==> src/rtl/button_conditioner_pkg.sv <==
// Shared types and helpers for the pushbutton conditioner: FSM state encoding
// and the ms-to-clock-cycles conversion used to size the debounce/long-press timers.
package button_conditioner_pkg;

  typedef enum logic [1:0] {
    RELEASED    = 2'd0,
    PRESS_CHK   = 2'd1,
    HELD        = 2'd2,
    RELEASE_CHK = 2'd3
  } btn_state_e;

  // 64-bit intermediate keeps e.g. 100 MHz * 2000 ms from overflowing; result floors at 1.
  function automatic int unsigned ms_to_cycles(input longint unsigned clk_hz,
                                               input longint unsigned ms);
    longint unsigned cycles;
    cycles = (clk_hz * ms) / 64'd1000;
    return (cycles < 64'd1) ? 32'd1 : 32'(cycles);
  endfunction

endpackage

==> src/rtl/button_conditioner_sync_2ff.sv <==
// Two-flop synchronizer for a single asynchronous input; both flops reset to RESET_VAL.
module sync_2ff #(
  parameter logic RESET_VAL = 1'b1
) (
  input  logic clk,
  input  logic rst,
  input  logic d,
  output logic q
);

  logic meta_q;

  always_ff @(posedge clk) begin
    if (rst) begin
      meta_q <= RESET_VAL;
      q      <= RESET_VAL;
    end else begin
      meta_q <= d;
      q      <= meta_q;
    end
  end

endmodule

==> src/rtl/button_conditioner.sv <==
// Debounced pushbutton front end: level, press/release strobes and a sticky pedestrian request.
// Optional long-press strobe is built only when BUTTON_LONG_PRESS_EN is defined.
module button_conditioner
  import button_conditioner_pkg::*;
#(
  parameter int unsigned CLK_FREQ_HZ      = 100_000_000,
  parameter int unsigned DEBOUNCE_TIME_MS = 10,
  parameter int unsigned LONG_PRESS_MS    = 2000
) (
  input  logic clk,
  input  logic rst,
  input  logic button_n,
  input  logic req_ack,
  output logic btn_level,
  output logic press_pulse,
  output logic release_pulse,
  output logic ped_req,
  output logic long_press_pulse
);

  localparam int unsigned DB_CYCLES = ms_to_cycles(64'(CLK_FREQ_HZ), 64'(DEBOUNCE_TIME_MS));
  localparam int unsigned LP_CYCLES = ms_to_cycles(64'(CLK_FREQ_HZ), 64'(LONG_PRESS_MS));
  localparam int unsigned DB_W      = $clog2(DB_CYCLES + 1);
  // The sample that enters a CHK state and the sample that leaves it both count toward DB_CYCLES.
  localparam int unsigned DB_LAST   = (DB_CYCLES > 2) ? (DB_CYCLES - 2) : 0;
  localparam bit          DB_SINGLE = (DB_CYCLES == 1);

  if (LP_CYCLES <= DB_CYCLES) begin : g_cfg_check
    $error("LONG_PRESS_MS must give more cycles than DEBOUNCE_TIME_MS");
  end

  logic            btn_sync_n;
  btn_state_e      state_q, state_d;
  logic [DB_W-1:0] db_cnt_q, db_cnt_d;
  logic            db_done_c;
  logic            press_d, release_d, level_d, ped_req_d;

  sync_2ff #(.RESET_VAL(1'b1)) u_sync (
    .clk (clk),
    .rst (rst),
    .d   (button_n),
    .q   (btn_sync_n)
  );

  assign db_done_c = (db_cnt_q >= DB_W'(DB_LAST));

  always_ff @(posedge clk) begin
    if (rst) state_q <= RELEASED;
    else     state_q <= state_d;
  end

  always_comb begin
    state_d = state_q;
    case (state_q)
      RELEASED:    if (!btn_sync_n) state_d = DB_SINGLE ? HELD : PRESS_CHK;
      PRESS_CHK:   if (btn_sync_n)  state_d = RELEASED;
                   else if (db_done_c) state_d = HELD;
      HELD:        if (btn_sync_n)  state_d = DB_SINGLE ? RELEASED : RELEASE_CHK;
      RELEASE_CHK: if (!btn_sync_n) state_d = HELD;
                   else if (db_done_c) state_d = RELEASED;
      default:     state_d = RELEASED;
    endcase
  end

  // Aborted checks (CHK -> origin state) produce no strobe and leave the level alone.
  always_comb begin
    db_cnt_d  = '0;
    press_d   = (state_d == HELD)     && (state_q == PRESS_CHK   || state_q == RELEASED);
    release_d = (state_d == RELEASED) && (state_q == RELEASE_CHK || state_q == HELD);
    level_d   = btn_level;
    if ((state_q == PRESS_CHK || state_q == RELEASE_CHK) && state_d == state_q) begin
      db_cnt_d = (db_cnt_q == '1) ? db_cnt_q : db_cnt_q + DB_W'(1);
    end
    if (press_d)   level_d = 1'b1;
    if (release_d) level_d = 1'b0;
    // An ack landing in the press strobe cycle is stale; the new press keeps the request.
    ped_req_d = press_d | (ped_req & ~(req_ack & ~press_pulse));
  end

  always_ff @(posedge clk) begin
    if (rst) begin
      db_cnt_q      <= '0;
      btn_level     <= 1'b0;
      press_pulse   <= 1'b0;
      release_pulse <= 1'b0;
      ped_req       <= 1'b0;
    end else begin
      db_cnt_q      <= db_cnt_d;
      btn_level     <= level_d;
      press_pulse   <= press_d;
      release_pulse <= release_d;
      ped_req       <= ped_req_d;
    end
  end

`ifdef BUTTON_LONG_PRESS_EN
  localparam int unsigned LP_W = $clog2(LP_CYCLES + 1);

  logic [LP_W-1:0] lp_cnt_q;
  logic            lp_pulse_q;

  // Counts cycles spent in HELD; saturates at LP_CYCLES so the strobe fires once per hold.
  always_ff @(posedge clk) begin
    if (rst || state_q != HELD) begin
      lp_cnt_q   <= '0;
      lp_pulse_q <= 1'b0;
    end else begin
      lp_pulse_q <= (lp_cnt_q == LP_W'(LP_CYCLES - 1));
      if (lp_cnt_q != LP_W'(LP_CYCLES)) lp_cnt_q <= lp_cnt_q + LP_W'(1);
    end
  end

  assign long_press_pulse = lp_pulse_q;
`else
  assign long_press_pulse = 1'b0;
`endif

endmodule
==> config.mk <==
export PLATFORM = sky130hd
export DESIGN_NAME = button_conditioner
export DESIGN_NICKNAME = d
export VERILOG_FILES = /design/src/rtl/button_conditioner_pkg.sv /design/src/rtl/button_conditioner_sync_2ff.sv /design/src/rtl/button_conditioner.sv
export SDC_FILE = /design/constraint.sdc
export NUM_CORES = 1
export LEC_CHECK = 0
export ABC_AREA = 1
export BUFFER_PORTS_ARGS = -buffer_cell sky130_fd_sc_hd__buf_4
export CELL_PAD_IN_SITES_DETAIL_PLACEMENT = 1
export CELL_PAD_IN_SITES_GLOBAL_PLACEMENT = 2
export CORE_MARGIN = 1
export CORE_UTILIZATION = 30
export DETAILED_ROUTE_END_ITERATION = 6
export PLACE_DENSITY_LB_ADDON = 0.1
export SYNTH_ARGS = -nofsm -noshare
export SYNTH_HDL_FRONTEND = slang
export SYNTH_SLANG_ARGS = --single-unit
==> constraint.sdc <==
create_clock -name clk -period 1.5 [get_ports clk]
set_clock_uncertainty 0.05 [all_clocks]
set_input_delay 0.3 -clock clk [delete_from_list [all_inputs] [get_ports clk]]
set_output_delay 0.3 -clock clk [all_outputs]
set_load 0.005 [all_outputs]
Yosys cells after proc, flatten, opt, wreduce, memory -nomap -nowiden

Cells that the tools add are included.

Input bits: 4
Output and inout bits: 5
Bits in registers: 28
Logic and storage cells: 39

Eq/ne operators: 6
Order comparisons: 1
Reductions and logical operators: 10
Bitwise logic cells: 6
Add/subtract/negate cells: 1
Muxes and demuxes: 7

Operators by type and width:

| cell                                                            | count |
|---|---|
| 20-bit by 1-bit adder with 20-bit output, second input constant | 1 |
| 20-bit == test, second input constant                           | 1 |
| 20-bit >= comparator, second input constant                     | 1 |
| 2-bit two-way mux                                               | 6 |
| 2-bit one-hot mux with 4 select lines                           | 1 |
| 2-bit == test, second input constant                            | 3 |
| 2-bit logical NOT                                               | 2 |
| 2-bit OR reduction                                              | 2 |
| 1-bit logical AND                                               | 3 |
| 1-bit logical OR                                                | 3 |
| 1-bit inverter                                                  | 3 |
| 1-bit bitwise AND                                               | 2 |
| 2-bit by 1-bit == test with 1-bit output, second input constant | 1 |
| 2-bit == test                                                   | 1 |
| 1-bit bitwise OR                                                | 1 |

Logic depth before layout (Yosys ltp)

Depth after elaboration: 8
Depth in mapped cells: 12
Mapped depth without buffers: 12

By module

From an unflattened synthesis, not the netlist that was laid out.

Cell total of the unflattened synthesis: 209
Area total of the unflattened synthesis: 1496.4 um^2

Modules (own cells, without submodules):

| module             | area each (um^2) | times used | seq. area each (um^2) | cells an instance |
|---|---|---|---|---|
| button_conditioner | 1437.6           | 1          | 520.5                 | 202 |
| sync_2ff           | 58.8             | 1          | 40.0                  | 7 |

Least setup slack after synthesis

No wires, ideal clock.

Path type: reg-to-reg
Start point: register db_cnt_q[0]
End point: register db_cnt_q[3]
Clock period less this slack: 1.527 ns
Required time: 1.388 ns
Data arrival time: 1.416 ns
Setup time: 0.062 ns
Cell stages (with the launch flop): 11
Slack: -0.027 ns
Buffers on the path: 1
Cells stage by stage: dfxtp_1 > ha_1 > inv_1 > nor2_4 > nand2_4 > nor2_4 > nand2_4 > inv_4 > buf_12 > nor2_1 > nor2_2

Longest elaborated chain between the ends: 8
Elaborated cells between the ends (all ways): 12
Classes of those cells: add/sub (1); order compare (1); eq/ne (2); mux (5); bitwise (1); reduce/logical (2)

Ends and longest elaborated chain:

| what                                        | RTL line                                           | source |
|---|---|---|
| start: declaration                          | button_conditioner.sv:34                           | `logic [DB_W-1:0] db_cnt_q, db_cnt_d;` |
| start signal: assignment                    | button_conditioner.sv:88                           | `db_cnt_q <= db_cnt_d;` |
| 20-bit >= comparator                        | button_conditioner.sv:45                           | `assign db_done_c = (db_cnt_q >= DB_W'(DB_LAST));` |
| 2-bit two-way mux, on equally long branches | button_conditioner.sv:60, button_conditioner.sv:57 |  |
| 2-bit two-way mux, on equally long branches | button_conditioner.sv:59, button_conditioner.sv:56 |  |
| 2-bit one-hot mux with 4 select lines       | button_conditioner.sv:54                           | `case (state_q)` |
| 2-bit == test                               | button_conditioner.sv:71                           | `if ((state_q == PRESS_CHK \|\| state_q == RELEASE_CHK) && state_d == state_q) begin` |
| 1-bit logical AND                           | button_conditioner.sv:71                           |  |
| 1-bit inverter (no line)                    | n/a                                                |  |
| 2-bit OR reduction (no line)                | n/a                                                |  |

Parallel ways exist; a longest one is shown, timed or not.
A chain may end at the register's enable or synchronous reset.

Worst setup path after layout

Start point: register db_cnt_q[0]
End point: register db_cnt_q[15]

The elaborated chain is that of the path after synthesis.

==> flow_metrics.env <==
export IMPL_outcome="finished with violations"
export IMPL_violations="negative setup slack"
export IMPL_maxCapViolations=0
export IMPL_clock_sinks=28
export IMPL_layout_nets=246
export IMPL_cp_slowest_stage_delay_ns=0.34
export IMPL_ys_seq_elements=28
export IMPL_p_leak_nw=0.798
export IMPL_synth_top_area_cell="dfxtp_1"
export IMPL_timing_final_ws_setup_ns=-0.0392
export IMPL_min_path_type="input port to flip-flop"
export IMPL_dieArea_sq_um=5240
export IMPL_drtIter0Drc=61
export IMPL_ios=9
export IMPL_cts_buffers=3
export IMPL_cts_tree="yes"
export IMPL_mostFrequentLayoutCells="nor2_1, nand2_1, buf_4, inv_1, nor2_2"
export IMPL_track_usage_pct=17.8
export IMPL_yosysWarnings=0
export IMPL_ys_flop_type="dfxtp_1"
export IMPL_final_common_cell="nor2_1"
export IMPL_cp_end_kind="flip-flop"
export IMPL_critPathMaxFanout=5
export IMPL_syn_area_sq_um=1490
export IMPL_power_density_nw_per_um2=671
export IMPL_fin_crit_ns=1.54
export IMPL_p_switching_mw=0.257
export IMPL_io_buffers=7
export IMPL_netlist_area_leader_share_pct=37.7
export IMPL_ys_seq_area_share_pct=37.7
export IMPL_drive_gt1_share_pct=42.3
export IMPL_worstSetupStartpointType="flip-flop"
export IMPL_routed_wl_met3_um=48
export IMPL_synth_cell_types=24
export IMPL_crit_path_cell_trace="buf_4 -> ha_4 -> inv_2 -> nor2_4 -> nand2_4 -> nor2_4 -> nand2_4 -> buf_12 -> a21oi_1"
export IMPL_slew_violations=0
export IMPL_crit_slowest_cell="dfxtp_2"
export IMPL_area_growth_synth_to_final_pct=37.1
export IMPL_required_ns=1.66
export IMPL_rsz0062_at_grt="yes"
export IMPL_async_flop_share_pct=0
export IMPL_crit_start="db_cnt_q[0]$_SDFFE_PP0P_"
export IMPL_p_int_mw=1.11
export IMPL_crit_end="db_cnt_q[15]$_SDFFE_PP0P_"
export IMPL_r2r_start="db_cnt_q[0]$_SDFFE_PP0P_"
export IMPL_wl_um=4070
export IMPL_start_util_pct=31.3
export IMPL_post_dp_hpwl_um=3230
export IMPL_clk_latency_ns=0.28
export IMPL_max_vdd_ir_drop_uv=291
export IMPL_max_freq_mhz=650
export IMPL_die_y_um=72.4
export IMPL_avgRoutedWirePerCell_um=13.3
export IMPL_pwr_share_clk_pct=44.1
export IMPL_place_congestion=0.823
export IMPL_crit_arrival_ns=1.70
export IMPL_power_frac_comb_pct=1.4
export IMPL_htreeDepth=1
export IMPL_grt_max_degree=17
export IMPL_hold_viol=0
export IMPL_post_route_drc_count=0
export IMPL_power_frac_seq_pct=54.5
export IMPL_core_area_sq_um=4750
export IMPL_num_vias=1372
export IMPL_timing_final_crit_share_pct=103
export IMPL_ff2ff_path_depth=9
export IMPL_antenna_found_initial=0
export IMPL_core_rowCount=25
export IMPL_grt_pass1_vias=1479
export IMPL_syn_inst=207
export IMPL_regArea_sq_um=581
export IMPL_rr_endpoint="db_cnt_q[15]$_SDFFE_PP0P_"
export IMPL_crit_type="flip-flop to flip-flop"
export IMPL_syn_nets=213
export IMPL_ant_nets=0
export IMPL_cts_root_buf="clkbuf_8"
export IMPL_multi_input_area_sq_um=932
export IMPL_synth_enable_flop_cells=0
export IMPL_n_antenna_cell=0
export IMPL_n_fill_cell=587
export IMPL_overflow=0
export IMPL_clk_pin_slew_ns=0.10
export IMPL_synthTopCellsByArea="dfxtp_1, nor2_1, nand2_1"
export IMPL_finalSetupViolations=5
export IMPL_syn_avg_cell_area_sq_um=7.18
export IMPL_via_per_inst=4.48
export IMPL_die_w_um=72.4
export IMPL_power_mw=1.37
export IMPL_m1WireLength_um=1890
export IMPL_detail_route_first_pass_iterations=4
export IMPL_cts_buffer_depth=2
export IMPL_wl_met2_um=2090
export IMPL_fin_tns_setup_ns=-0.0945
export IMPL_grt_pass1_wl_um=7130
export IMPL_top_layer="met4"
export IMPL_swShare_pct=18.8
export IMPL_rrSetupSlack_ns=-0.04
[cells by family after synthesis]
| logic type | synth area share, % |
|---|---|
| buf+inv | 9.09 |
| other cells | 0.252 |
| fa+ha+maj | 1.68 |
| xor+xnor | 8.84 |
| flops | 37.7 |
| simple gates | 39.4 |
| compound gates | 3.03 |
[cell usage after synthesis (all sizes together) (4+ instances only)]
cell type,instances
nor3,6
xnor2,6
xor2,9
nand3,12
dfxtp,28
nand4,7
a21oi,8
nor2,57
nand2,40
buf,4
inv,23
[sequential cells by signal, summed over array words and instances (netlist names)]
signal and cells:
ped_req 1, db_cnt_q 20, u_sync.meta_q 1, release_pulse 1
press_pulse 1, state_q 2, u_sync.q 1, btn_level 1
[stage by stage]
stage	utilization, %	instances	area [sq um]	hold WS [ns]	setup WS [ns]
final	42.9	306	2040	0.148	-0.0392
after global routing	42.9	306	2040	0.132	-0.0961
after CTS	41.6	306	1980	0.142	-0.0253
after detailed placement	37.1	300	1770	0.349	-0.137
after global placement	37.1	300	1770	0.356	-0.0868
after floorplan	-	207	1490	0.319	0.000682
[power by group through the flow]
stage	sequential [mW]	clock (mW)	combinational (mW)
floorplan	0.765	0	0.00967
global placement	0.765	0	0.0171
detailed placement	0.765	0	0.0176
CTS	0.747	0.623	0.0191
global route	0.747	0.647	0.0215
finish	0.746	0.603	0.0189
[cell type report]
type | instances | area share, %
timing repair buffer | 32 | 13.3
clock buffer | 3 | 2.03
tap | 67 | 4.11
sequential | 28 | 28.5
multi-input combinational | 152 | 45.7
inverter | 23 | 4.85
clock inverter | 1 | 1.47
[worst min-delay path by stage]
stage,startpoint,endpoint,slack [ns],cells after the start
global placement,u_sync.meta_q$_SDFF_PP1_,u_sync.q$_SDFF_PP1_,0.36,1
global route,button_n,u_sync.meta_q$_SDFF_PP1_,0.13,2
CTS,button_n,u_sync.meta_q$_SDFF_PP1_,0.14,2
detailed placement,u_sync.meta_q$_SDFF_PP1_,u_sync.q$_SDFF_PP1_,0.35,1
finish,button_n,u_sync.meta_q$_SDFF_PP1_,0.15,2
floorplan,rst,ped_req$_SDFF_PP0_,0.32,1
[per-layer routing]
metal	global-route usage, %	up-vias
met5	0	-
met4	4.58	0
met2	32.1	7
met3	2.50	5
met1	22.1	653
li1	-	707
[worst max-delay path: cells and delay by family (launching register included)]
kind	cells	cell delay, ns
AO/OA/AOI/OAI	1	0.13
adder cells (fa/ha/maj)	1	0.13
buffers and inverters	3	0.33
flip-flops	1	0.34
AND/OR/NAND/NOR	4	0.49
[what timing repair did]
action	4_1_cts	5_1_grt
buffers inserted	0	0
setup endpoints to repair	22	23
pin swaps	12	10
gates resized for setup	40	19
gates cloned	2	0
hold buffers	0	0
(Power assumes the default switching activity.)
